`config.mk`:
```
export PLATFORM = sky130hd
export DESIGN_NAME = divider_ctrl
export DESIGN_NICKNAME = d
export VERILOG_FILES = /design/src/rtl/divider_pkg.sv /design/src/rtl/div_sign_fix.sv /design/src/rtl/divider_ctrl.sv
export SDC_FILE = /design/constraint.sdc
export NUM_CORES = 1
export LEC_CHECK = 0
export CAP_MARGIN = 10
export CORE_ASPECT_RATIO = 0.8
export CORE_MARGIN = 5
export CORE_UTILIZATION = 37
export CTS_BUF_LIST = sky130_fd_sc_hd__clkbuf_2 sky130_fd_sc_hd__clkbuf_4 sky130_fd_sc_hd__clkbuf_8
export CTS_CLUSTER_SIZE = 30
export DETAILED_ROUTE_END_ITERATION = 8
export PLACE_DENSITY = 0.66
export SYNTH_ARGS = -nofsm -noshare
export SYNTH_HDL_FRONTEND = slang
export SYNTH_SLANG_ARGS = --single-unit
```
`constraint.sdc`:
```
create_clock -name clk -period 3 [get_ports clk]
set_input_delay 0.3 -clock clk [delete_from_list [all_inputs] [get_ports clk]]
set_output_delay 0.3 -clock clk [all_outputs]
set_load 0.02 [all_outputs]
```
`src/rtl/divider_pkg.sv`:
```
// Shared definitions for divider_ctrl: op encoding, FSM state type and op-decode helpers.
package divider_pkg;

   localparam logic [1:0] OP_DIV  = 2'd0;
   localparam logic [1:0] OP_DIVU = 2'd1;
   localparam logic [1:0] OP_REM  = 2'd2;
   localparam logic [1:0] OP_REMU = 2'd3;

   typedef enum logic [1:0] {
      S_IDLE,
      S_ISSUE,
      S_WAIT,
      S_RESP
   } state_t;

   function automatic logic is_signed_op(input logic [1:0] op);
      return !((op == OP_DIVU) || (op == OP_REMU));
   endfunction

   function automatic logic is_rem_op(input logic [1:0] op);
      return (op == OP_REM) || (op == OP_REMU);
   endfunction

endpackage

```
`src/rtl/div_sign_fix.sv`:
```
// Selects quotient or remainder for the op and restores the sign that was
// stripped before the unsigned divider.
module div_sign_fix
   import divider_pkg::*;
#(
   parameter int unsigned XLEN = 32
) (
   input  logic [XLEN-1:0] quo,
   input  logic [XLEN-1:0] rem,
   input  logic            sign_a,
   input  logic            sign_b,
   input  logic [1:0]      op,
   output logic [XLEN-1:0] res
);

   logic neg_q;
   logic neg_r;

   always_comb begin
      neg_q = is_signed_op(op) && (sign_a != sign_b);
      neg_r = is_signed_op(op) && sign_a;
      if (is_rem_op(op)) begin
         res = neg_r ? ('0 - rem) : rem;
      end else begin
         res = neg_q ? ('0 - quo) : quo;
      end
   end

endmodule

```
`src/rtl/divider_ctrl.sv`:
```
// Issue/retire stage in front of the unsigned iterative divider.
// Optional DIVIDER_CTRL_REUSE_EN keeps the last quo/rem pair to answer the DIV<->REM twin.
module divider_ctrl
   import divider_pkg::*;
#(
   parameter int unsigned XLEN = 32
) (
   input  logic            clk,
   input  logic            rst,
   input  logic            req_vld,
   output logic            req_rdy,
   input  logic [1:0]      req_op,
   input  logic [XLEN-1:0] req_a,
   input  logic [XLEN-1:0] req_b,
   output logic            resp_vld,
   input  logic            resp_rdy,
   output logic [XLEN-1:0] resp_data,
   output logic            div_vld,
   output logic [XLEN-1:0] div_a,
   output logic [XLEN-1:0] div_b,
   input  logic            div_ack,
   input  logic [XLEN-1:0] div_quo,
   input  logic [XLEN-1:0] div_rem
);

   localparam logic [XLEN-1:0] MIN_NEG = {1'b1, {(XLEN-1){1'b0}}};

   state_t          state;
   state_t          state_nx;
   logic [1:0]      op_r;
   logic            sa_r;
   logic            sb_r;
   logic            acc;
   logic            req_sgn;
   logic            div_zero;
   logic            ovf;
   logic            special;
   logic            reuse_hit;
   logic [XLEN-1:0] mag_a;
   logic [XLEN-1:0] mag_b;
   logic [XLEN-1:0] special_res;
   logic [XLEN-1:0] fix_quo;
   logic [XLEN-1:0] fix_rem;
   logic            fix_sa;
   logic            fix_sb;
   logic [1:0]      fix_op;
   logic [XLEN-1:0] fix_res;

   always_comb begin
      req_sgn  = is_signed_op(req_op);
      mag_a    = (req_sgn && req_a[XLEN-1]) ? ('0 - req_a) : req_a;
      mag_b    = (req_sgn && req_b[XLEN-1]) ? ('0 - req_b) : req_b;
      div_zero = (req_b == '0);
      ovf      = req_sgn && (req_a == MIN_NEG) && (req_b == '1);
      special  = div_zero || ovf;
      if (div_zero) begin
         special_res = is_rem_op(req_op) ? req_a : '1;
      end else begin
         special_res = is_rem_op(req_op) ? '0 : req_a;
      end
   end

   assign acc = req_vld && req_rdy;

   always_ff @(posedge clk) begin
      if (rst) begin
         state <= S_IDLE;
      end else begin
         state <= state_nx;
      end
   end

   always_comb begin
      state_nx = state;
      case (state)
         S_IDLE:  if (acc) state_nx = (special || reuse_hit) ? S_RESP : S_ISSUE;
         S_ISSUE: state_nx = S_WAIT;
         S_WAIT:  if (div_ack) state_nx = S_RESP;
         S_RESP:  if (resp_rdy) state_nx = S_IDLE;
         default: state_nx = S_IDLE;
      endcase
   end

   always_comb begin
      req_rdy  = (state == S_IDLE) && !rst;
      resp_vld = (state == S_RESP) && !rst;
      div_vld  = (state == S_ISSUE) && !rst;
   end

`ifdef DIVIDER_CTRL_REUSE_EN
   logic [XLEN-1:0] st_quo;
   logic [XLEN-1:0] st_rem;
   logic [XLEN-1:0] st_a;
   logic [XLEN-1:0] st_b;
   logic            st_sgn;
   logic            st_rem_op;
   logic            st_vld;

   // Key is captured at issue and only marked valid once the divider answers,
   // so an aborted operation can never be reused.
   always_ff @(posedge clk) begin
      if (rst) begin
         st_quo    <= '0;
         st_rem    <= '0;
         st_a      <= '0;
         st_b      <= '0;
         st_sgn    <= 1'b0;
         st_rem_op <= 1'b0;
         st_vld    <= 1'b0;
      end else if (acc && !special && !reuse_hit) begin
         st_a      <= req_a;
         st_b      <= req_b;
         st_sgn    <= req_sgn;
         st_rem_op <= is_rem_op(req_op);
         st_vld    <= 1'b0;
      end else if ((state == S_WAIT) && div_ack) begin
         st_quo <= div_quo;
         st_rem <= div_rem;
         st_vld <= 1'b1;
      end
   end

   assign reuse_hit = st_vld && (req_a == st_a) && (req_b == st_b) &&
                      (req_sgn == st_sgn) && (is_rem_op(req_op) != st_rem_op);

   always_comb begin
      if (state == S_IDLE) begin
         fix_quo = st_quo;
         fix_rem = st_rem;
         fix_sa  = req_a[XLEN-1];
         fix_sb  = req_b[XLEN-1];
         fix_op  = req_op;
      end else begin
         fix_quo = div_quo;
         fix_rem = div_rem;
         fix_sa  = sa_r;
         fix_sb  = sb_r;
         fix_op  = op_r;
      end
   end
`else
   assign reuse_hit = 1'b0;

   always_comb begin
      fix_quo = div_quo;
      fix_rem = div_rem;
      fix_sa  = sa_r;
      fix_sb  = sb_r;
      fix_op  = op_r;
   end
`endif

   div_sign_fix #(
      .XLEN(XLEN)
   ) u_sign_fix (
      .quo   (fix_quo),
      .rem   (fix_rem),
      .sign_a(fix_sa),
      .sign_b(fix_sb),
      .op    (fix_op),
      .res   (fix_res)
   );

   always_ff @(posedge clk) begin
      if (rst) begin
         op_r      <= '0;
         sa_r      <= 1'b0;
         sb_r      <= 1'b0;
         div_a     <= '0;
         div_b     <= '0;
         resp_data <= '0;
      end else begin
         if (acc) begin
            op_r <= req_op;
            sa_r <= req_a[XLEN-1];
            sb_r <= req_b[XLEN-1];
            if (special) begin
               resp_data <= special_res;
            end else if (reuse_hit) begin
               resp_data <= fix_res;
            end else begin
               div_a <= mag_a;
               div_b <= mag_b;
            end
         end
         if ((state == S_WAIT) && div_ack) begin
            resp_data <= fix_res;
         end
      end
   end

endmodule

```
==> results of run 1 <==
flip-flops by register name (all words and copies together) (netlist names):
signal / flops
resp_data: 32
div_b: 32
div_a: 32
fix_sb: 1
fix_op: 2
state: 2
fix_sa: 1
synthesized netlist by cell type (8+ instances only):
cell,number
nor2_1,129
dfxtp_1,102
xor2_1,62
nand2_1,59
xnor2_1,54
a21oi_1,53
a211oi_2,51
o21ai_0,47
clkbuf_1,45
inv_1,32
nor3_1,29
maj3_1,25
nand3_1,21
nor4_1,17
o31ai_1,15
a211oi_1,14
buf_2,14
nand4_1,13
o41ai_1,13
a31oi_1,12
nand2b_1,12
o22ai_1,12
a221oi_1,11
ha_1,10
or4_1,10
nor2b_1,8
critical path, delay by kind of cell:
family	cells	cell delay, ps
AOI/OAI and AO/OA	3	430
buffers and inverters	3	780
and+or+nand+nor	4	1540
cell families (layout without fill, tap and decap cells):
kind of cell | Yosys count | in the layout | synth area share
AO/OA/AOI/OAI | 270 | 270 | 0.2774
buffers and inverters | 94 | 402 | 0.05069
adder cells (fa/ha/maj) | 35 | 35 | 0.05035
XOR/XNOR | 116 | 116 | 0.1363
flip-flops | 102 | 102 | 0.2739
AND/OR/NAND/NOR | 325 | 325 | 0.2113
area by class of cell:
type	count	share of cell area
Clock buffer	9	0.01122
Timing Repair Buffer	353	0.2983
Clock inverter	7	0.007595
Sequential cell	102	0.1850
Tap cell	264	0.02993
Multi-Input combinational cell	746	0.4567
Inverter	33	0.01122
final timing paths:
| path | to | slack [ps] |
|---|---|---|
| setup / recovery | resp_data[11] | 250 |
| hold / removal | fix_op[0] | 210 |
| setup reg to reg | resp_data[12] | 600 |
| hold reg to reg | resp_data[19] | 460 |
per-stage QoR:
stage / cell area, um^2 / std cells
floorplan: 7455 / 942
global placement: 10830 / 1498
detailed placement: 10830 / 1498
CTS: 11040 / 1514
global route: 11040 / 1514
finish: 11040 / 1514
power groups by stage:
stage               clock network [mW]  logic [mW]  registers, mW
floorplan                            0        1.27           1.97
global placement                     0        2.60           1.75
detailed placement                   0        2.64           1.75
CTS                              0.948        2.65           1.72
global route                      1.01        2.88           1.75
finish                           0.925        2.64           1.72
per-layer routing:
layer | vias to the layer above | track usage | part of all wire | wire length, um
li1 | 4041 | - | - | -
met1 | 3713 | 0.3139 | 0.47 | 12390
met2 | 235 | 0.3501 | 0.45 | 11690
met3 | 20 | 0.05313 | 0.068 | 1773
met4 | 0 | 0.03831 | 0.012 | 301
met5 | - | 0 | 0 | 0
==> results_dict.tcl, run 1 <==
set metrics [dict create \
    post-route-period-util 0.9167 \
    cellPowerDensity_nw_per_um2 478.3 \
    dieHeight_um 137.0 \
    worst_pin_slew_ps 812.8 \
    hold_path_class "input port to flip-flop" \
    reg2regPathDepth 8 \
    final_common_cell "clkdlybuf4s50_1" \
    drv_cap 0 \
    register_area_um2 2042 \
    tns_ps 0 \
    synth-edff-count 0 \
    die_w_um 168.7 \
    p_int_mw 3.190 \
    drc_errors 0 \
    slowest_delay_ps 540 \
    hold_start "rst" \
    grt_max_degree 51 \
    drive_gt1_frac 0.1640 \
    wl_per_cell_um 17.28 \
    via_count 8009 \
    grt-ovfl-total 0 \
    cp.required_ps 3300 \
    layout.nets 1390 \
    ctsResizeCount 0 \
    finClkSkew_ps 10.06 \
    fp-row-count 46 \
    multi_input_area_um2 5041 \
    dieArea_um2 23100 \
    endpoint_kind "flip-flop" \
    cp_slowest_cell "or4_4" \
    holdWs_ps 206.2 \
    crit_arrival_ps 3050 \
    cts_buffer_depth 2 \
    gp_congestion 0.8863 \
    antenna_cells 0 \
    grtUsageTotal 0.2223 \
    synth_nets 1087 \
    setup_slack_ps 249.9 \
    critPathKind "input port to flip-flop" \
    ir_worst_vdd_mv 0.2472 \
    postCtsHoldBufs 0 \
    yosysSeqAreaShare 0.2739 \
    post-route-min-period_ps 2750 \
    leakagePower_nw 3.923 \
    htree_levels 3 \
    power_frac_seq 0.326 \
    cts_buffers 9 \
    netSwitchingPower_mw 2.090 \
    crit_chain "clkdlybuf4s50_1 > or4_4 > or4_1 > nor4_4 > buf_4 > o21ba_2 > nor3_4 > buf_12 > a21oi_1 > o32ai_1" \
    area_delta_synth_final_pct 48.07 \
    coreArea_um2 19800 \
    synth_area_leaders "dfxtp_1 27%, a211oi_2 8.6%, xor2_1 7.3%, nor2_1 6.5%, xnor2_1 6.3%" \
    start_kind "input port" \
    syn_avg_cell_area_um2 7.914 \
    cts_setup_buffers 0 \
    grt_pass1_wl_mm 41.27 \
    drt_iter0_drc 575 \
    routed_wl_mm 26.16 \
    setup.worst_path.start "req_b[21]" \
    vias_per_cell 5.290 \
    antenna_found_initial 0 \
    whs_path_depth 2 \
    clk_latency_ps 380 \
    io_pins 234 \
    power_switching_share 0.3959 \
    post-dp-hpwl_mm 21.23 \
    rsz0062_at_grt "no" \
    syn_area_um2 7455 \
    synth_top_cell_area_share 0.2739 \
    yosys_register_bits 102 \
    layout_common_cells "232 x clkdlybuf4s50_1, 129 x nor2_1, 116 x buf_4" \
    post-route-util 0.5575 \
    hold_viol 0 \
    slew_violations 0 \
    setup_violations 0 \
    clkPwrFrac 0.175 \
    grt_pass1_vias 7800 \
    numPortBuffers 233 \
    power_mw 5.280 \
    cts_tree "done" \
    synthArstFlopShare 0 \
    start_util 0.3765 \
    p_comb_frac 0.499 \
    path_clk_slew_ps 110 \
    n_fill_cell 1819 \
    clock_sink_count 102 \
    synth-main-ff-cell "dfxtp_1" \
    dr.pass1.iters 5 \
    root_buffer "clkbuf_8" \
    ant_nets 0 \
    yosysUniqueCellTypes 62 \
    synthCells 942 \
    clock.fmax_mhz 363.6 \
    slew_headroom 0.4581 \
    ys_warn_count 0 \
    worstReg2RegStart "state[1]" \
    dpl_worst_slack_ps -148.7 \
    crit_fanout 15 \
    yosys.area.top_type "dfxtp_1" \
    outcome "complete, no violations" \
]
Note: power is estimated with default switching activity, not from simulation.
==> run 2, diff against run 1 <==
--- a/config.mk
+++ b/config.mk
@@ -14,2 +14,3 @@
 export DETAILED_ROUTE_END_ITERATION = 8
+export GPL_TIMING_DRIVEN = 0
 export PLACE_DENSITY = 0.66
--- a/constraint.sdc
+++ b/constraint.sdc
@@ -3,2 +3,2 @@
 set_output_delay 0.3 -clock clk [all_outputs]
-set_load 0.02 [all_outputs]
+set_load 0.05 [all_outputs]
==> results_dict.tcl, run 2 (synthesis gave the netlist of run 1 again) <==
set metrics [dict create \
    outcome "complete, no violations" \
    setup_violations 0 \
    min_to "div_a[1]" \
    p_comb_frac 0.532 \
    die_w_um 168.7 \
    crit_family "simple AND/OR/NAND/NOR gates" \
    worst_pin_slew_ps 763.0 \
    hold_viol 0 \
    whs_path_depth 3 \
    numPortBuffers 231 \
    critPathBufInv 3 \
    cp.required_ps 3310 \
    fp-row-count 46 \
    clkPwrFrac 0.168 \
    post-route-util 0.5300 \
    worstReg2RegStart "fix_sa" \
    clock.fmax_mhz 353.7 \
    grt_pass1_wl_mm 42.50 \
    rrSetupSlack_ps 590 \
    rsz0062_at_grt "no" \
    power_frac_seq 0.300 \
    top_regs "div_a (32), div_b (32), resp_data (32)" \
    crit_fanout 5 \
    clock_sink_count 102 \
    cts_buffer_depth 2 \
    gp_congestion 0.9017 \
    slew_headroom 0.4866 \
    path_clk_slew_ps 110 \
    cellPowerDensity_nw_per_um2 547.1 \
    via_count 8018 \
    hold_path_class "input port to flip-flop" \
    setup_slack_ps 173.0 \
    finClkSkew_ps 13.80 \
    clk_latency_ps 390 \
    coreArea_um2 19800 \
    grt_max_degree 20 \
    post-dp-hpwl_mm 22.25 \
    layout_common_cells "226 x clkdlybuf4s50_1, 127 x nor2_1, 102 x dfxtp_1" \
    htree_levels 3 \
    slew_violations 0 \
    start_util 0.3765 \
    io_pins 234 \
    final_common_cell "clkdlybuf4s50_1" \
    drive_gt1_frac 0.1039 \
    dieArea_um2 23100 \
    layout.nets 1334 \
    drc_errors 0 \
    drt_iter0_drc 706 \
    setup.worst_path.start "req_b[23]" \
    dpl_worst_slack_ps -858.3 \
    vias_per_cell 5.496 \
    ir_worst_vdd_mv 0.3203 \
    netSwitchingPower_mw 2.641 \
    cts_buffers 9 \
    ant_nets 0 \
    routed_wl_mm 27.61 \
    tns_ps 0 \
    hold_start "req_a[1]" \
    post-route-min-period_ps 2827 \
    leakagePower_nw 3.564 \
    grt-ovfl-total 0 \
    power_mw 5.741 \
    p_int_mw 3.100 \
    crit_chain "clkdlybuf4s50_1 > or4_4 > or4_1 > buf_2 > nor4_4 > buf_6 > maj3_1 > nor2_1 > a2111o_1 > a21oi_1" \
    slowest_delay_ps 470 \
    area_delta_synth_final_pct 40.75 \
    postCtsHoldBufs 0 \
    grt_pass1_vias 7720 \
    rr_endpoint "resp_data[25]" \
    reg2regPathDepth 8 \
    post-route-period-util 0.9423 \
    cp_slowest_cell "clkdlybuf4s50_1" \
    cts_tree "done" \
    root_buffer "clkbuf_8" \
    start_kind "input port" \
    antenna_found_initial 0 \
    wl_per_cell_um 18.92 \
    dr.pass1.iters 6 \
    dieHeight_um 137.0 \
    grtUsageTotal 0.2309 \
    power_switching_share 0.4601 \
    crit_arrival_ps 3140 \
    drv_cap 0 \
    critPathKind "input port to flip-flop" \
    endpoint_kind "flip-flop" \
]
[run 2: cell count changes in the layout (fill, tap and decap cells not counted), sizes merged, moves of 2 or more]
| cell | change |
|---|---|
| clkbuf | +42 |
| inv | +2 |
| clkdlybuf4s50 | -6 |
| buf | -97 |
| dlymetal6s2s | +4 |
| clkinv | -2 |
[run 2: how the worst max path moves through the flow]
stage	end	depth (start not counted)	slack, ps
after floorplan	resp_data[15]	9	250
after global placement	div_a[26]	10	-790
after detailed placement	div_b[3]	10	-860
after CTS	div_a[29]	10	9
after global routing	resp_data[19]	7	10
final	resp_data[19]	10	170
[run 2: layout make-up]
class	count	area, um^2
multi-input cells	746	5149
clock inverters	7	91.34
diodes	1	2.502
repair buffers	237	2370
fillers	1940	9306
flip-flops and latches	102	2042
inverters	33	123.9
clock buffers	9	123.9
well taps	264	330.3
plain buffers	60	260.3
[run 2: worst min-delay path: stages]
cell,delay [ps]
dlymetal6s2s_1,190
nand2_1,90
a311oi_1,80
[run 2: power by group through the flow]
stage / Clock, mW / Combinational (mW) / Sequential [mW]
floorplan: 0 / 1.30 / 2.43
global placement: 0 / 3.01 / 1.75
detailed placement: 0 / 3.03 / 1.75
CTS: 0.968 / 3.04 / 1.72
global route: 1.02 / 3.28 / 1.75
finish: 0.962 / 3.06 / 1.72
[run 2: what timing repair did]
action | 4_1_cts | 5_1_grt
endpoints found under the setup margin | 97 | 96
pin swaps | 2 | 3
gates resized for setup | 5 | 36
buffers inserted | 2 | 4
[run 2: routing by layer]
| metal | GRT usage | vias up | routed length (um) | share of wire |
|---|---|---|---|---|
| met4 | 0.04146 | 0 | 301 | 0.011 |
| met1 | 0.3326 | 3769 | 13090 | 0.47 |
| li1 | - | 3926 | - | - |
| met3 | 0.05862 | 23 | 2181 | 0.079 |
| met2 | 0.3516 | 300 | 12040 | 0.44 |
| met5 | 0 | - | 0 | 0 |
[run 2: stage by stage]
step,area (um^2),std cells,hold slack (ps)
final,10490,1459,314.6
after global routing,10490,1458,318.6
after CTS,10350,1455,421.7
after detailed placement,10100,1437,445.9
after global placement,10100,1437,440.9
after floorplan,7455,942,436.0
